**src/rtl/mac_pkg.sv**
```systemverilog
// Shared constants and state encoding for the mac unit and its sequencer.
package mac_pkg;

    localparam int DATA_W  = 16;
    localparam int DEPTH   = 16;
    localparam int ADDR_W  = 4;
    localparam int TIMEOUT = 64;

    // Signed 8.8 fixed point unity.
    localparam logic [15:0] ONE = 16'h0100;

    typedef enum logic [1:0] {
        ST_IDLE      = 2'd0,
        ST_ISSUE     = 2'd1,
        ST_WAIT_DONE = 2'd2,
        ST_RESULT    = 2'd3
    } mac_state_e;

endpackage

```
**src/rtl/mac_seq_if.sv**
```systemverilog
// Host load/command/result port and mac-side operand port of mac_seq.
interface mac_seq_if #(
    parameter int DATA_W = mac_pkg::DATA_W,
    parameter int ADDR_W = mac_pkg::ADDR_W
);

    logic              ld_en;
    logic [ADDR_W-1:0] ld_addr;
    logic [DATA_W-1:0] ld_x;
    logic [DATA_W-1:0] ld_w;
    logic              cmd_valid;
    logic [ADDR_W:0]   cmd_len;
    logic              cmd_ready;
    logic              start;
    logic [DATA_W-1:0] mac_in;
    logic [DATA_W-1:0] weight;
    logic              done;
    logic [DATA_W-1:0] mac_out;
    logic              res_valid;
    logic              res_ready;
    logic [DATA_W-1:0] res_data;
    logic              res_err;

    modport slave (
        input  ld_en, ld_addr, ld_x, ld_w, cmd_valid, cmd_len, done, mac_out, res_ready,
        output cmd_ready, start, mac_in, weight, res_valid, res_data, res_err
    );

    modport master (
        output ld_en, ld_addr, ld_x, ld_w, cmd_valid, cmd_len, done, mac_out, res_ready,
        input  cmd_ready, start, mac_in, weight, res_valid, res_data, res_err
    );

endinterface

```
**src/rtl/mac_seq_vec_regfile.sv**
```systemverilog
// Vector register file: one synchronous write port, one combinational read port
// with write-through so a same-cycle write is seen by the reader.
module vec_regfile #(
    parameter int DEPTH  = 16,
    parameter int ADDR_W = 4,
    parameter int DATA_W = 16
) (
    input  logic              clk,
    input  logic              wr_en,
    input  logic [ADDR_W-1:0] wr_addr,
    input  logic [DATA_W-1:0] wr_data,
    input  logic [ADDR_W-1:0] rd_addr,
    output logic [DATA_W-1:0] rd_data
);

    logic [DATA_W-1:0] mem_r [DEPTH];

    // Storage write; contents deliberately survive reset.
    always_ff @(posedge clk) begin
        if (wr_en) begin
            mem_r[wr_addr] <= wr_data;
        end
    end

    assign rd_data = (wr_en && (wr_addr == rd_addr)) ? wr_data : mem_r[rd_addr];

endmodule

```
**src/rtl/mac_seq.sv**
```systemverilog
// Sequencer streaming x/w operand pairs into a mac unit and returning the
// captured dot product (or a timeout flag) over a valid/ready result port.
module mac_seq #(
    parameter int DATA_W  = mac_pkg::DATA_W,
    parameter int DEPTH   = mac_pkg::DEPTH,
    parameter int ADDR_W  = mac_pkg::ADDR_W,
    parameter int TIMEOUT = mac_pkg::TIMEOUT
) (
    input  logic      clk,
    input  logic      reset,
    mac_seq_if.slave  bus
);

    import mac_pkg::*;

    localparam int WAIT_W = $clog2(TIMEOUT);

    mac_state_e        state_r, state_s;
    logic [ADDR_W-1:0] idx_r, idx_s;
    logic [ADDR_W:0]   len_r, len_s;
    logic [WAIT_W-1:0] wait_r, wait_s;
    logic              start_r, start_s;
    logic [DATA_W-1:0] mac_in_r, mac_in_s;
    logic [DATA_W-1:0] weight_r, weight_s;
    logic              res_valid_r, res_valid_s;
    logic [DATA_W-1:0] res_data_r, res_data_s;
    logic              res_err_r, res_err_s;

    logic              wr_en_s;
    logic [ADDR_W-1:0] rd_addr_s;
    logic [DATA_W-1:0] x_rd_s, w_rd_s;
    logic [ADDR_W:0]   len_clamp_s;

    // Loads are only honoured while idle; the read port looks one pair ahead
    // because the output registers hold the pair currently on the bus.
    assign wr_en_s     = bus.ld_en && (state_r == ST_IDLE);
    assign rd_addr_s   = (state_r == ST_ISSUE) ? (idx_r + ADDR_W'(1)) : ADDR_W'(0);
    assign len_clamp_s = (bus.cmd_len > (ADDR_W+1)'(DEPTH)) ? (ADDR_W+1)'(DEPTH) : bus.cmd_len;

    vec_regfile #(.DEPTH(DEPTH), .ADDR_W(ADDR_W), .DATA_W(DATA_W)) u_x_rf (
        .clk     (clk),
        .wr_en   (wr_en_s),
        .wr_addr (bus.ld_addr),
        .wr_data (bus.ld_x),
        .rd_addr (rd_addr_s),
        .rd_data (x_rd_s)
    );

    vec_regfile #(.DEPTH(DEPTH), .ADDR_W(ADDR_W), .DATA_W(DATA_W)) u_w_rf (
        .clk     (clk),
        .wr_en   (wr_en_s),
        .wr_addr (bus.ld_addr),
        .wr_data (bus.ld_w),
        .rd_addr (rd_addr_s),
        .rd_data (w_rd_s)
    );

    // Next-state and next-output logic for the sequencer FSM.
    always_comb begin
        state_s     = state_r;
        idx_s       = idx_r;
        len_s       = len_r;
        wait_s      = wait_r;
        start_s     = 1'b0;
        mac_in_s    = '0;
        weight_s    = '0;
        res_valid_s = res_valid_r;
        res_data_s  = res_data_r;
        res_err_s   = res_err_r;
        case (state_r)
            ST_IDLE: begin
                if (bus.cmd_valid) begin
                    len_s = len_clamp_s;
                    if (len_clamp_s == (ADDR_W+1)'(0)) begin
                        state_s     = ST_RESULT;
                        res_valid_s = 1'b1;
                        res_data_s  = '0;
                        res_err_s   = 1'b0;
                    end else begin
                        state_s  = ST_ISSUE;
                        idx_s    = '0;
                        start_s  = 1'b1;
                        mac_in_s = x_rd_s;
                        weight_s = w_rd_s;
                    end
                end else begin
                    state_s = ST_IDLE;
                end
            end
            ST_ISSUE: begin
                if ({1'b0, idx_r} == (len_r - (ADDR_W+1)'(1))) begin
                    state_s = ST_WAIT_DONE;
                    wait_s  = '0;
                end else begin
                    idx_s    = idx_r + ADDR_W'(1);
                    mac_in_s = x_rd_s;
                    weight_s = w_rd_s;
                end
            end
            ST_WAIT_DONE: begin
                // done takes priority over an expiring timeout
                if (bus.done) begin
                    state_s     = ST_RESULT;
                    res_valid_s = 1'b1;
                    res_data_s  = bus.mac_out;
                    res_err_s   = 1'b0;
                end else if (wait_r == WAIT_W'(TIMEOUT - 1)) begin
                    state_s     = ST_RESULT;
                    res_valid_s = 1'b1;
                    res_data_s  = '0;
                    res_err_s   = 1'b1;
                end else begin
                    wait_s = wait_r + WAIT_W'(1);
                end
            end
            ST_RESULT: begin
                if (bus.res_ready) begin
                    state_s     = ST_IDLE;
                    res_valid_s = 1'b0;
                end else begin
                    state_s = ST_RESULT;
                end
            end
            default: begin
                state_s     = ST_IDLE;
                res_valid_s = 1'b0;
            end
        endcase
    end

    // State and output registers with synchronous active-low reset.
    always_ff @(posedge clk) begin
        if (!reset) begin
            state_r     <= ST_IDLE;
            idx_r       <= '0;
            len_r       <= '0;
            wait_r      <= '0;
            start_r     <= 1'b0;
            mac_in_r    <= '0;
            weight_r    <= '0;
            res_valid_r <= 1'b0;
            res_data_r  <= '0;
            res_err_r   <= 1'b0;
        end else begin
            state_r     <= state_s;
            idx_r       <= idx_s;
            len_r       <= len_s;
            wait_r      <= wait_s;
            start_r     <= start_s;
            mac_in_r    <= mac_in_s;
            weight_r    <= weight_s;
            res_valid_r <= res_valid_s;
            res_data_r  <= res_data_s;
            res_err_r   <= res_err_s;
        end
    end

    assign bus.cmd_ready = (state_r == ST_IDLE);
    assign bus.start     = start_r;
    assign bus.mac_in    = mac_in_r;
    assign bus.weight    = weight_r;
    assign bus.res_valid = res_valid_r;
    assign bus.res_data  = res_data_r;
    assign bus.res_err   = res_err_r;

endmodule

```
**src/flat_wrapper.sv**
```systemverilog
// flat-port wrapper written by rule: the top's interface ports become plain ports
module mac_seq_flat import mac_pkg::*;
#(
    parameter int DATA_W  = mac_pkg::DATA_W,
    parameter int DEPTH   = mac_pkg::DEPTH,
    parameter int ADDR_W  = mac_pkg::ADDR_W,
    parameter int TIMEOUT = mac_pkg::TIMEOUT
)
  (clk, reset, bus_ld_en, bus_ld_addr, bus_ld_x, bus_ld_w, bus_cmd_valid, bus_cmd_len, bus_done, bus_mac_out, bus_res_ready, bus_cmd_ready, bus_start, bus_mac_in, bus_weight, bus_res_valid, bus_res_data, bus_res_err);
  mac_seq_if #(.DATA_W(DATA_W), .ADDR_W(ADDR_W)) bus_i ();
  input  logic clk;
  input  logic reset;
  input wire logic [$bits(bus_i.ld_en)-1:0] bus_ld_en;
  input wire logic [$bits(bus_i.ld_addr)-1:0] bus_ld_addr;
  input wire logic [$bits(bus_i.ld_x)-1:0] bus_ld_x;
  input wire logic [$bits(bus_i.ld_w)-1:0] bus_ld_w;
  input wire logic [$bits(bus_i.cmd_valid)-1:0] bus_cmd_valid;
  input wire logic [$bits(bus_i.cmd_len)-1:0] bus_cmd_len;
  input wire logic [$bits(bus_i.done)-1:0] bus_done;
  input wire logic [$bits(bus_i.mac_out)-1:0] bus_mac_out;
  input wire logic [$bits(bus_i.res_ready)-1:0] bus_res_ready;
  output wire logic [$bits(bus_i.cmd_ready)-1:0] bus_cmd_ready;
  output wire logic [$bits(bus_i.start)-1:0] bus_start;
  output wire logic [$bits(bus_i.mac_in)-1:0] bus_mac_in;
  output wire logic [$bits(bus_i.weight)-1:0] bus_weight;
  output wire logic [$bits(bus_i.res_valid)-1:0] bus_res_valid;
  output wire logic [$bits(bus_i.res_data)-1:0] bus_res_data;
  output wire logic [$bits(bus_i.res_err)-1:0] bus_res_err;
  assign bus_i.ld_en = bus_ld_en;
  assign bus_i.ld_addr = bus_ld_addr;
  assign bus_i.ld_x = bus_ld_x;
  assign bus_i.ld_w = bus_ld_w;
  assign bus_i.cmd_valid = bus_cmd_valid;
  assign bus_i.cmd_len = bus_cmd_len;
  assign bus_i.done = bus_done;
  assign bus_i.mac_out = bus_mac_out;
  assign bus_i.res_ready = bus_res_ready;
  assign bus_cmd_ready = bus_i.cmd_ready;
  assign bus_start = bus_i.start;
  assign bus_mac_in = bus_i.mac_in;
  assign bus_weight = bus_i.weight;
  assign bus_res_valid = bus_i.res_valid;
  assign bus_res_data = bus_i.res_data;
  assign bus_res_err = bus_i.res_err;
  mac_seq #(.DATA_W(DATA_W), .DEPTH(DEPTH), .ADDR_W(ADDR_W), .TIMEOUT(TIMEOUT)) u_core (.clk(clk), .reset(reset), .bus(bus_i));
endmodule
```
**config.mk**
```make
export PLATFORM = sky130hd
export DESIGN_NAME = mac_seq_flat
export DESIGN_NICKNAME = d
export VERILOG_FILES = /design/src/rtl/mac_pkg.sv /design/src/rtl/mac_seq_if.sv /design/src/rtl/mac_seq_vec_regfile.sv /design/src/rtl/mac_seq.sv /design/src/flat_wrapper.sv
export SDC_FILE = /design/constraint.sdc
export NUM_CORES = 1
export LEC_CHECK = 0
export ABC_AREA = 1
export BUFFER_PORTS_ARGS = -buffer_cell sky130_fd_sc_hd__buf_4
export CAP_MARGIN = 0
export CORE_MARGIN = 10
export CORE_UTILIZATION = 51
export DETAILED_ROUTE_END_ITERATION = 10
export GPL_ROUTABILITY_DRIVEN = 0
export GPL_TIMING_DRIVEN = 0
export HOLD_SLACK_MARGIN = 0.03
export PLACE_DENSITY = 0.71
export SETUP_SLACK_MARGIN = 0.2
export SLEW_MARGIN = 40
export SYNTH_ARGS = -nofsm -noshare
export SYNTH_HDL_FRONTEND = slang
export SYNTH_SLANG_ARGS = --single-unit
```
**constraint.sdc**
```tcl
create_clock -name clk -period 2.8 [get_ports clk]
set_input_delay 0 -clock clk [delete_from_list [all_inputs] [get_ports clk]]
set_output_delay 0 -clock clk [all_outputs]
set_load 0.01 [all_outputs]
```
; After elaboration in Yosys (flattened, before gate mapping)
; Memory sizes are Yosys's and may differ from the RTL's.
; Cells that the tools add are included.
[op_classes]
add_sub_neg = 3
magnitude_cmp = 1
n_eq_ne = 15
mux = 45
n_reduce_logical = 15
[ops]
columns = op, count
row1 = 16-bit two-way mux, 12
row2 = 16-bit case mux with 2 select lines, 3
row3 = 6-bit two-way mux, 3
row4 = 4-bit two-way mux, 4
row5 = 2-bit inequality test (second input constant), 7
row6 = 2-bit two-way mux, 6
row7 = 6-bit case mux with 2 select lines, 1
row8 = 4-bit AND reduction, 3
row9 = 1-bit two-way mux, 11
row10 = 2-bit case mux with 4 select lines, 1
row11 = 4-bit case mux with 2 select lines, 1
row12 = 6-bit by 1-bit adder with 6-bit output (second input constant), 1
row13 = 6-bit == test (second input constant), 1
row14 = 2-bit nonzero test, 3
row15 = 4-bit by 5-bit == test with 1-bit output, 1
row16 = 5-bit > comparator (second input constant), 1
row17 = 5-bit zero test, 1
row18 = 5-bit two-way mux, 1
row19 = 5-bit AND reduction, 1
row20 = 5-bit by 1-bit subtractor with 5-bit output (second input constant), 1
row21 = 4-bit by 1-bit adder with 4-bit output (second input constant), 1
row22 = 2-bit == test (second input constant), 2
row23 = 4-bit == test, 1
row24 = 2-bit AND reduction, 2
row25 = other kinds (9), 10
[word_totals]
reg_bits = 68
mem_bits_rw = 512
in_bits = 63
output_inout_bits = 52
wordCells = 91
memories = 2
[mem_list]
columns = memory, words, width, read_ports, rd_clocked_by_memory_dff, write_ports, line
row1 = u_core.u_w_rf.mem_r, 16, 16, 1, 0, 1, mac_seq_vec_regfile.sv:16  ; logic [DATA_W-1:0] mem_r [DEPTH];
row2 = u_core.u_x_rf.mem_r, 16, 16, 1, 0, 1, mac_seq_vec_regfile.sv:16

; Longest topological paths before layout
; Gate-level depths: netlist of run 1.
[depth]
depth_word = 8
mapped_depth = 12
depth_no_buf = 12

; By module
; From an unflattened synthesis of run 1, not the netlist that was laid out.
[hier_totals]
hier_cells = 2569
hier_area_um2 = 25637.1
[modules_own_cells]
columns = module, n_inst, cells_per_inst, area_per_inst_um2, seq_area_each_um2
row1 = vec_regfile (u_core.u_w_rf), 1, 1122, 11458.5, 7687.4
row2 = vec_regfile (u_core.u_x_rf), 1, 1121, 11338.4, 7687.4
row3 = mac_seq, 1, 326, 2840.2, 1361.3

; Worst setup path before layout of run 1
; OpenSTA, ideal clock, no wires.
[synth_timing]
path_kind = register -> register
start = reg u_core.state_r[0]
end = mem u_core.u_w_rf.mem_r[11][0] (enable)
setup_ns = 0.421
arrival_ns = 2.218
required_ns = 2.379
setup_slack_ns = 0.161
stages_incl_launch_ff = 7
n_path_buf = 1
period_less_slack_ns = 2.639
cell_sequence = dfxtp_1 buf_6 inv_4 nand2_2 nor2_4 nand3_1 nor2_1
[synth_via]
elab_chain_cells = 4
[synth_rtl]
columns = item, line
row1 = "start, declared", mac_seq.sv:18  ; mac_state_e state_r, state_s;
row2 = "start signal, assigned", mac_seq.sv:145  ; state_r <= state_s;
row3 = 2-bit zero test, mac_seq.sv:36  ; assign wr_en_s = bus.ld_en && (state_r == ST_IDLE);
row4 = 1-bit logical AND, mac_seq.sv:36
row5 = 1-bit two-way mux, mac_seq_vec_regfile.sv:20  ; if (wr_en) begin
row6 = 1-bit two-way mux (not written as such), mac_seq_vec_regfile.sv:21  ; mem_r[wr_addr] <= wr_data;
row7 = "end, declared", mac_seq_vec_regfile.sv:16
; Every way passes these cells.

; Final worst setup path of run 1
[layout_timing]
start = reg u_core.len_r[0]
end = reg u_core.weight_r[2] (netlist: u_core.bus.weight[2])
[layout_via]
elab_chain_cells = 4
[layout_rtl]
columns = item, line
row1 = "start, declared", mac_seq.sv:20  ; logic [ADDR_W:0] len_r, len_s;
row2 = "start signal, assigned", mac_seq.sv:147  ; len_r <= len_s;
row3 = 5-bit by 1-bit subtractor with 5-bit output, mac_seq.sv:91  ; if ({1'b0, idx_r} == (len_r - (ADDR_W+1)'(1))) begin
row4 = 4-bit by 5-bit == test with 1-bit output, mac_seq.sv:91
row5 = 16-bit two-way mux, mac_seq.sv:91
row6 = 16-bit case mux with 2 select lines, mac_seq.sv:70  ; case (state_r)
row7 = "end signal, assigned", mac_seq.sv:151  ; weight_r <= weight_s;
row8 = "end, declared", mac_seq.sv:24  ; logic [DATA_W-1:0] weight_r, weight_s;
; Every way passes these cells.
; A chain may end at the register's enable or synchronous reset.

==> flow_summary_export.csv, run 1 <==
group,metric,value,unit
critical_path,worst-r2r-setup-slack,0.34,ns
synth,synth-main-ff-cell,"edfxtp_1",
placed_design,dp_hpwl,45700,µm
detailed_routing,drtPass1Iterations,5,
cells_and_area,area_growth,21.7,%
synth,synth_area,23300,µm²
synth,synth_enable_flop_cells,512,
clocking,cts_tree,"done",
worst_hold_path,hold_start,"bus_ld_addr[0]",
detailed_routing,vias,17300,
critical_path,cp_max_fo,10,
detailed_routing,detail-route-antenna-nets,0,
synth,ys_async_sr_fraction,0,%
clocking,cts-root-buf,"clkbuf_16",
synth,ys_types,37,
clocking,cts_sinks,580,
synth,synth_nets,2100,
global_route,grt_usage,25.6,%
synth,ys_ff_latch,580,
critical_path,crit-reg2reg-capture,"u_core.bus.weight[2]",
detailed_routing,via_per_inst,5.84,
detailed_routing,first_iter_violations,2325,
placed_design,io_buffers,113,
power_and_ir_drop,switchingPower,6.20,mW
synth,syn_avg_cell_area,11.5,µm²
worst_hold_path,hold_class,"input pin to flip-flop",
sta,tightest_slew,0.901,ns
critical_path,worstSetupPathType,"flip-flop to flip-flop",
worst_hold_path,worstHoldPathCells,4,
sta,fmax,407,MHz
power_and_ir_drop,powerDensity,755,nW/µm²
power_and_ir_drop,p_int,15.2,mW
sta,rsz0062_at_grt,"no",
flow_run,maxCapViolCount,0,
sta,slew_headroom,39.9,%
clocking,post_cts_buffers,0,
clocking,cts_buffers,57,
critical_path,required,3.35,ns
sta,fin_skew,0.0221,ns
synth,synth_area_leader_cell,"edfxtp_1",
global_route,grt_pass1_wl,104000,µm
global_route,grt_pass1_vias,17000,
critical_path,reg2regPathDepth,12,
floorplan,die_h,234,µm
sta,fin_tns_setup,0,ns
critical_path,cp-start-kind,"flip-flop",
synth,synth_area_leaders,"edfxtp_1 66%, nand2_1 9.7%, nand3_1 7.9%",
clocking,insertion_delay,0.63,ns
floorplan,std_cell_rows,78,
power_and_ir_drop,seqPwrFrac,45.4,%
synth,synth_common_cells,"599 x nand2_1, 512 x edfxtp_1, 368 x nand3_1, 186 x a21oi_1",
critical_path,reg2reg_from,"u_core.len_r[0]",
critical_path,arrival,3.00,ns
status,status,"finished clean",
synth,ys_seq_area_share,71.8,%
clocking,htreeDepth,2,
clocking,clkSlewWorstSetupHoldPaths,0.06,ns
synth,yosysMostFrequentCell,"nand2_1",
detailed_routing,remaining_drc_errors,0,
sta,min_period,2.46,ns
sta,fin_crit_sh,87.8,%
floorplan,initial_core_util,51.5,%
global_route,overflow,0,
detailed_routing,wire_per_inst,23.8,µm
global_route,antenna_found_initial,0,
power_and_ir_drop,combPwrFrac,19.1,%
power_and_ir_drop,switching_share,28.9,%
detailed_routing,wirelength,70400,µm
critical_path,endpoint_kind,"flip-flop",
power_and_ir_drop,pwr-share-clk,35.6,%
cells_and_area,final_layout_size_suffix_gt1_share,15.6,%
cells_and_area,diodes,0,
worst_hold_path,hold_path_end,"u_core.u_x_rf.mem_r[4][11]",
synth,yosys_warnings,0,
sta,hold_viol,0,
synth,netlist.area_leader.share,66.0,%
cells_and_area,multi_input_area,5950,µm²
floorplan,dieArea,54600,µm²
global_route,grt_max_degree,42,
floorplan,core,45300,µm²
power_and_ir_drop,power.leakage,10.3,nW
cells_and_area,nNetsFinal,2377,
power_and_ir_drop,power,21.4,mW
floorplan,io_pins,115,
sta,maxSlewViolCount,0,
floorplan,die_x,234,µm
synth,syn_inst,2034,
power_and_ir_drop,irDropWorstVdd,482,µV
cells_and_area,regArea,16700,µm²
sta,setup_viol,0,
cells_and_area,fillers,3412,
clocking,cts_buffer_depth,3,
==> cells in the final DEF, fill, tap and decap left out, types with 2 or more instances in the layout <==
cell           instances
clkbuf_16             58
or2_0                  7
buf_2                 76
or2_2                  4
xor2_1                 2
inv_1                 25
dfxtp_1               68
clkinvlp_4             2
nor2_4                20
o211ai_1               2
nor2_1                61
clkbuf_2               4
clkbuf_8               3
dlygate4sd3_1         74
ha_1                   3
nand3_1              368
nand2_2                2
clkinv_4               2
nor2_2                 4
inv_2                  5
nand4_1                3
buf_1                 10
o21ai_0                3
bufinv_16              5
or2_1                 22
clkbuf_1              26
a21oi_1              186
clkinv_2              18
edfxtp_1             512
xnor2_1                3
nand2_1              599
inv_4                  2
buf_4                125
clkinv_1              11
buf_8                  9
buf_16                22
==> worst max-delay path by stage <==
stage	from	to	slack (ns)	cells after the start
finish	u_core.len_r[0]	u_core.bus.weight[2]	0.34	12
global route	u_core.state_r[0]	u_core.len_r[2]	0.21	10
CTS	u_core.state_r[0]	u_core.len_r[3]	0.31	10
detailed placement	u_core.state_r[0]	u_core.u_w_rf.mem_r[11][8]	0.35	8
global placement	u_core.state_r[0]	u_core.u_w_rf.mem_r[9][8]	-1.86	6
floorplan	u_core.state_r[0]	u_core.u_w_rf.mem_r[11][0]	0.16	6
==> timing repair <==
| action | in CTS | in global routing |
|---|---|---|
| endpoints found under the setup margin | 0 | 4 |
| gates resized for setup | 0 | 2 |
| hold buffers | 74 | 0 |
| endpoints found under the hold margin | 588 | 0 |
==> final cells by class <==
cell class,instances,share of cell area (%)
multi-input cells,1299,21.0
clock inverters,40,1.20
flip-flops and latches,580,59.0
inverters,32,0.441
plain buffers,123,2.17
clock buffers,67,5.34
repair buffers,218,8.21
well taps,600,2.65
==> cells by family after synthesis <==
group / after synthesis / share of synthesized area, %
buffers and inverters: 155 / 3.15
AND/OR/NAND/NOR: 1096 / 20.4
flip-flops: 580 / 71.8
AO/OA/AOI/OAI: 195 / 4.26
XOR/XNOR: 5 / 0.188
adder cells (fa/ha/maj): 3 / 0.161
==> routing by layer <==
metal / global-route usage (%) / vias up / routed length, µm
met3: 5.54 / 229 / 8350
met5: 0 / - / 0
met1: 33.1 / 8239 / 26100
met2: 40.6 / 1120 / 32700
li1: - / 7698 / -
met4: 12.3 / 0 / 3270
==> power groups by stage <==
stage | clock [mW] | combinational [mW] | sequential, mW
floorplan | 0 | 2.23 | 9.94
global placement | 0 | 3.72 | 9.89
detailed placement | 0 | 3.87 | 9.89
CTS | 7.66 | 4.00 | 9.71
global route | 7.98 | 4.39 | 9.72
finish | 7.62 | 4.08 | 9.71
==> worst max-delay path: stages, from the launching register on <==
cell	delay (ns)
dfxtp_1	0.39
inv_1	0.08
ha_1	0.25
xnor2_1	0.20
nand2_1	0.07
nand2_1	0.07
nor2_1	0.04
nand2_1	0.05
nand2_1	0.08
nand2_1	0.38
buf_2	0.42
nand3_1	0.13
nor2_1	0.21
==> registers in the layout, indices dropped and copies added (netlist names) <==
register              count
u_core.u_w_rf.mem_r     256
u_core.u_x_rf.mem_r     256
u_core.bus.mac_in        16
u_core.bus.res_data      16
u_core.bus.weight        16
u_core.wait_r             6
u_core.len_r              5
u_core.idx_r              4
u_core.state_r            2
u_core.bus.res_err        1
u_core.bus.res_valid      1
u_core.bus.start          1
==> through the flow <==
stage                     hold slack (ns)  instance area (µm²)  std cells  setup WS (ns)  utilization (%)
after floorplan                    0.0989                23300       2034          0.161                -
after global placement              0.269                24900       2747          -1.86             55.0
after detailed placement            0.270                25800       2778          0.350             56.9
after CTS                          0.0354                28300       2959          0.306             62.6
after global routing               0.0878                28400       2959          0.212             62.6
final                              0.0734                28400       2959          0.341             62.6
Note: power is estimated with default switching activity, not from simulation.
==> run 2: changes to the inputs <==
--- a/config.mk
+++ b/config.mk
@@ -10,6 +10,7 @@
 export CAP_MARGIN = 0
 export CORE_MARGIN = 10
 export CORE_UTILIZATION = 51
+export CTS_BUF_LIST = sky130_fd_sc_hd__clkbuf_8
 export DETAILED_ROUTE_END_ITERATION = 10
 export GPL_ROUTABILITY_DRIVEN = 0
 export GPL_TIMING_DRIVEN = 0
==> flow_summary_export.csv, run 2 (synthesized netlist as in run 1, its figures left out) <==
group,metric,value,unit
floorplan,dieArea,54600,µm²
placed_design,dp_hpwl,45700,µm
clocking,clkSlewWorstSetupHoldPaths,0.07,ns
power_and_ir_drop,seqPwrFrac,47.4,%
worst_hold_path,hold_start,"bus_ld_addr[2]",
sta,hold_viol,0,
sta,rsz0062_at_grt,"no",
critical_path,reg2reg_from,"u_core.state_r[0]",
clocking,htreeDepth,3,
power_and_ir_drop,switching_share,30.1,%
cells_and_area,layout_common_cells,"598 x nand2_1, 512 x edfxtp_1, 368 x nand3_1",
sta,fin_tns_setup,0,ns
global_route,overflow,0,
global_route,grt_usage,25.7,%
cells_and_area,utilization,62.6,%
floorplan,std_cell_rows,78,
floorplan,core,45300,µm²
global_route,grt_pass1_vias,17200,
floorplan,initial_core_util,51.5,%
detailed_routing,wirelength,70500,µm
detailed_routing,via_per_inst,5.77,
status,status,"finished clean",
global_route,grt_max_degree,42,
clocking,cts_buffers,90,
flow_run,maxCapViolCount,0,
global_route,grt_pass1_wl,105000,µm
power_and_ir_drop,powerDensity,723,nW/µm²
critical_path,worstSetupPathType,"flip-flop to flip-flop",
clocking,cts_tree,"done",
sta,fin_crit_sh,88.1,%
clocking,cts_sinks,580,
clocking,insertion_delay,0.67,ns
cells_and_area,diodes,0,
sta,setup_viol,0,
sta,slew_headroom,40.6,%
cells_and_area,top_regs,"u_core.u_w_rf.mem_r (256), u_core.u_x_rf.mem_r (256)",
power_and_ir_drop,power.leakage,10.4,nW
power_and_ir_drop,irDropWorstVdd,416,µV
cells_and_area,area_growth,21.6,%
cells_and_area,fillers,3457,
power_and_ir_drop,pwr-share-clk,32.6,%
power_and_ir_drop,p_int,14.3,mW
detailed_routing,vias,17500,
placed_design,dpl_cell_area,25800,µm²
critical_path,cp_max_fo,13,
floorplan,die_x,234,µm
critical_path,slowest_delay,0.60,ns
critical_path,cpMaxStageDelayCell,"nor2_4",
sta,whs,0.0661,ns
detailed_routing,first_iter_violations,2440,
critical_path,cp_cell_sequence,"buf_6 -> inv_4 -> nand2_2 -> nor2_4 -> nand3_1 -> nor2_4 -> buf_16 -> buf_16",
floorplan,die_h,234,µm
worst_hold_path,hold_class,"input pin to flip-flop",
critical_path,cp-start-kind,"flip-flop",
detailed_routing,remaining_drc_errors,0,
critical_path,worst-r2r-setup-slack,0.33,ns
cells_and_area,mostFrequentLayoutCell,"nand2_1",
sta,min_period,2.47,ns
power_and_ir_drop,power,20.5,mW
placed_design,io_buffers,113,
critical_path,crit_buf_inv,4,
power_and_ir_drop,combPwrFrac,19.9,%
critical_path,critical_path.top_delay_family,"simple AND/OR/NAND/NOR gates",
sta,tightest_slew,0.891,ns
clocking,cts-root-buf,"clkbuf_8",
critical_path,endpoint_kind,"flip-flop",
cells_and_area,final_layout_size_suffix_gt1_share,16.3,%
floorplan,io_pins,115,
power_and_ir_drop,switchingPower,6.16,mW
sta,fin_skew,0.0288,ns
clocking,cts_buffer_depth,3,
sta,fmax,405,MHz
cells_and_area,nNetsFinal,2422,
global_route,antenna_found_initial,0,
critical_path,required,3.16,ns
critical_path,worstSetupStartpoint,"u_core.state_r[0]",
detailed_routing,drtPass1Iterations,8,
critical_path,arrival,2.83,ns
cells_and_area,final_area,28300,µm²
detailed_routing,wire_per_inst,23.3,µm
detailed_routing,detail-route-antenna-nets,0,
clocking,post_cts_buffers,0,
sta,maxSlewViolCount,0,
==> run 2: cell types whose count changed in the layout (fill, tap and decap cells not counted), moves of 4 or more <==
cell and change:
clkbuf_1 -6, clkbuf_16 -58, clkinv_2 -13, dlygate4sd3_1 +12
clkbuf_8 +99, inv_1 +42, bufinv_16 -4
==> run 2: power by group through the flow <==
| stage | sequential (mW) | clock, mW | combinational (mW) |
|---|---|---|---|
| after floorplan | 9.94 | 0 | 2.23 |
| after global placement | 9.89 | 0 | 3.72 |
| after detailed placement | 9.89 | 0 | 3.87 |
| after CTS | 9.71 | 6.74 | 3.99 |
| after global routing | 9.72 | 7.15 | 4.39 |
| final | 9.71 | 6.69 | 4.08 |
==> run 2: cell type report <==
| class | instances | area (µm²) | area share, % |
|---|---|---|---|
| flip-flops and latches | 580 | 16700 | 59.1 |
| clock buffers | 102 | 1400 | 4.96 |
| inverters | 32 | 125 | 0.442 |
| well taps | 600 | 751 | 2.65 |
| clock inverters | 63 | 294 | 1.04 |
| multi-input cells | 1299 | 5950 | 21.0 |
| plain buffers | 123 | 614 | 2.17 |
| repair buffers | 230 | 2450 | 8.65 |
==> run 2: per-stage QoR <==
stage	setup WS (ns)	std cells
CTS	0.300	3029
global placement	-1.86	2747
floorplan	0.161	2034
global route	0.229	3029
detailed placement	0.350	2778
finish	0.334	3029
==> run 2: layer usage <==
metal  up-vias  routed length [µm]  global-route usage, %
met4         0                2460                   11.1
met5         -                   0                      0
met1      8290               26100                   33.4
li1       7792                   -                      -
met3       175                8560                   5.96
met2      1224               33400                   40.8
==> run 2: what timing repair did <==
| item | in CTS | in global routing |
|---|---|---|
| gates resized for setup | 0 | 5 |
| hold endpoints to repair | 593 | 0 |
| hold buffers | 86 | 0 |
| endpoints found under the setup margin | 0 | 10 |
==> run 2: worst paths after layout <==
kind | end | cells after the start
worst min register to register | u_core.bus.res_err | 2
worst min-delay path | u_core.u_x_rf.mem_r[5][8] | 3
worst max register to register | u_core.u_x_rf.mem_r[1][4] | 8
worst max-delay path | u_core.u_x_rf.mem_r[1][4] | 8
==> run 2: worst register-to-register path, cell delays in order (launching register included) <==
cell,delay [ns]
dfxtp_1,0.31
buf_6,0.14
inv_4,0.08
nand2_2,0.12
nor2_4,0.15
nand3_1,0.35
nor2_4,0.60
buf_16,0.23
buf_16,0.18
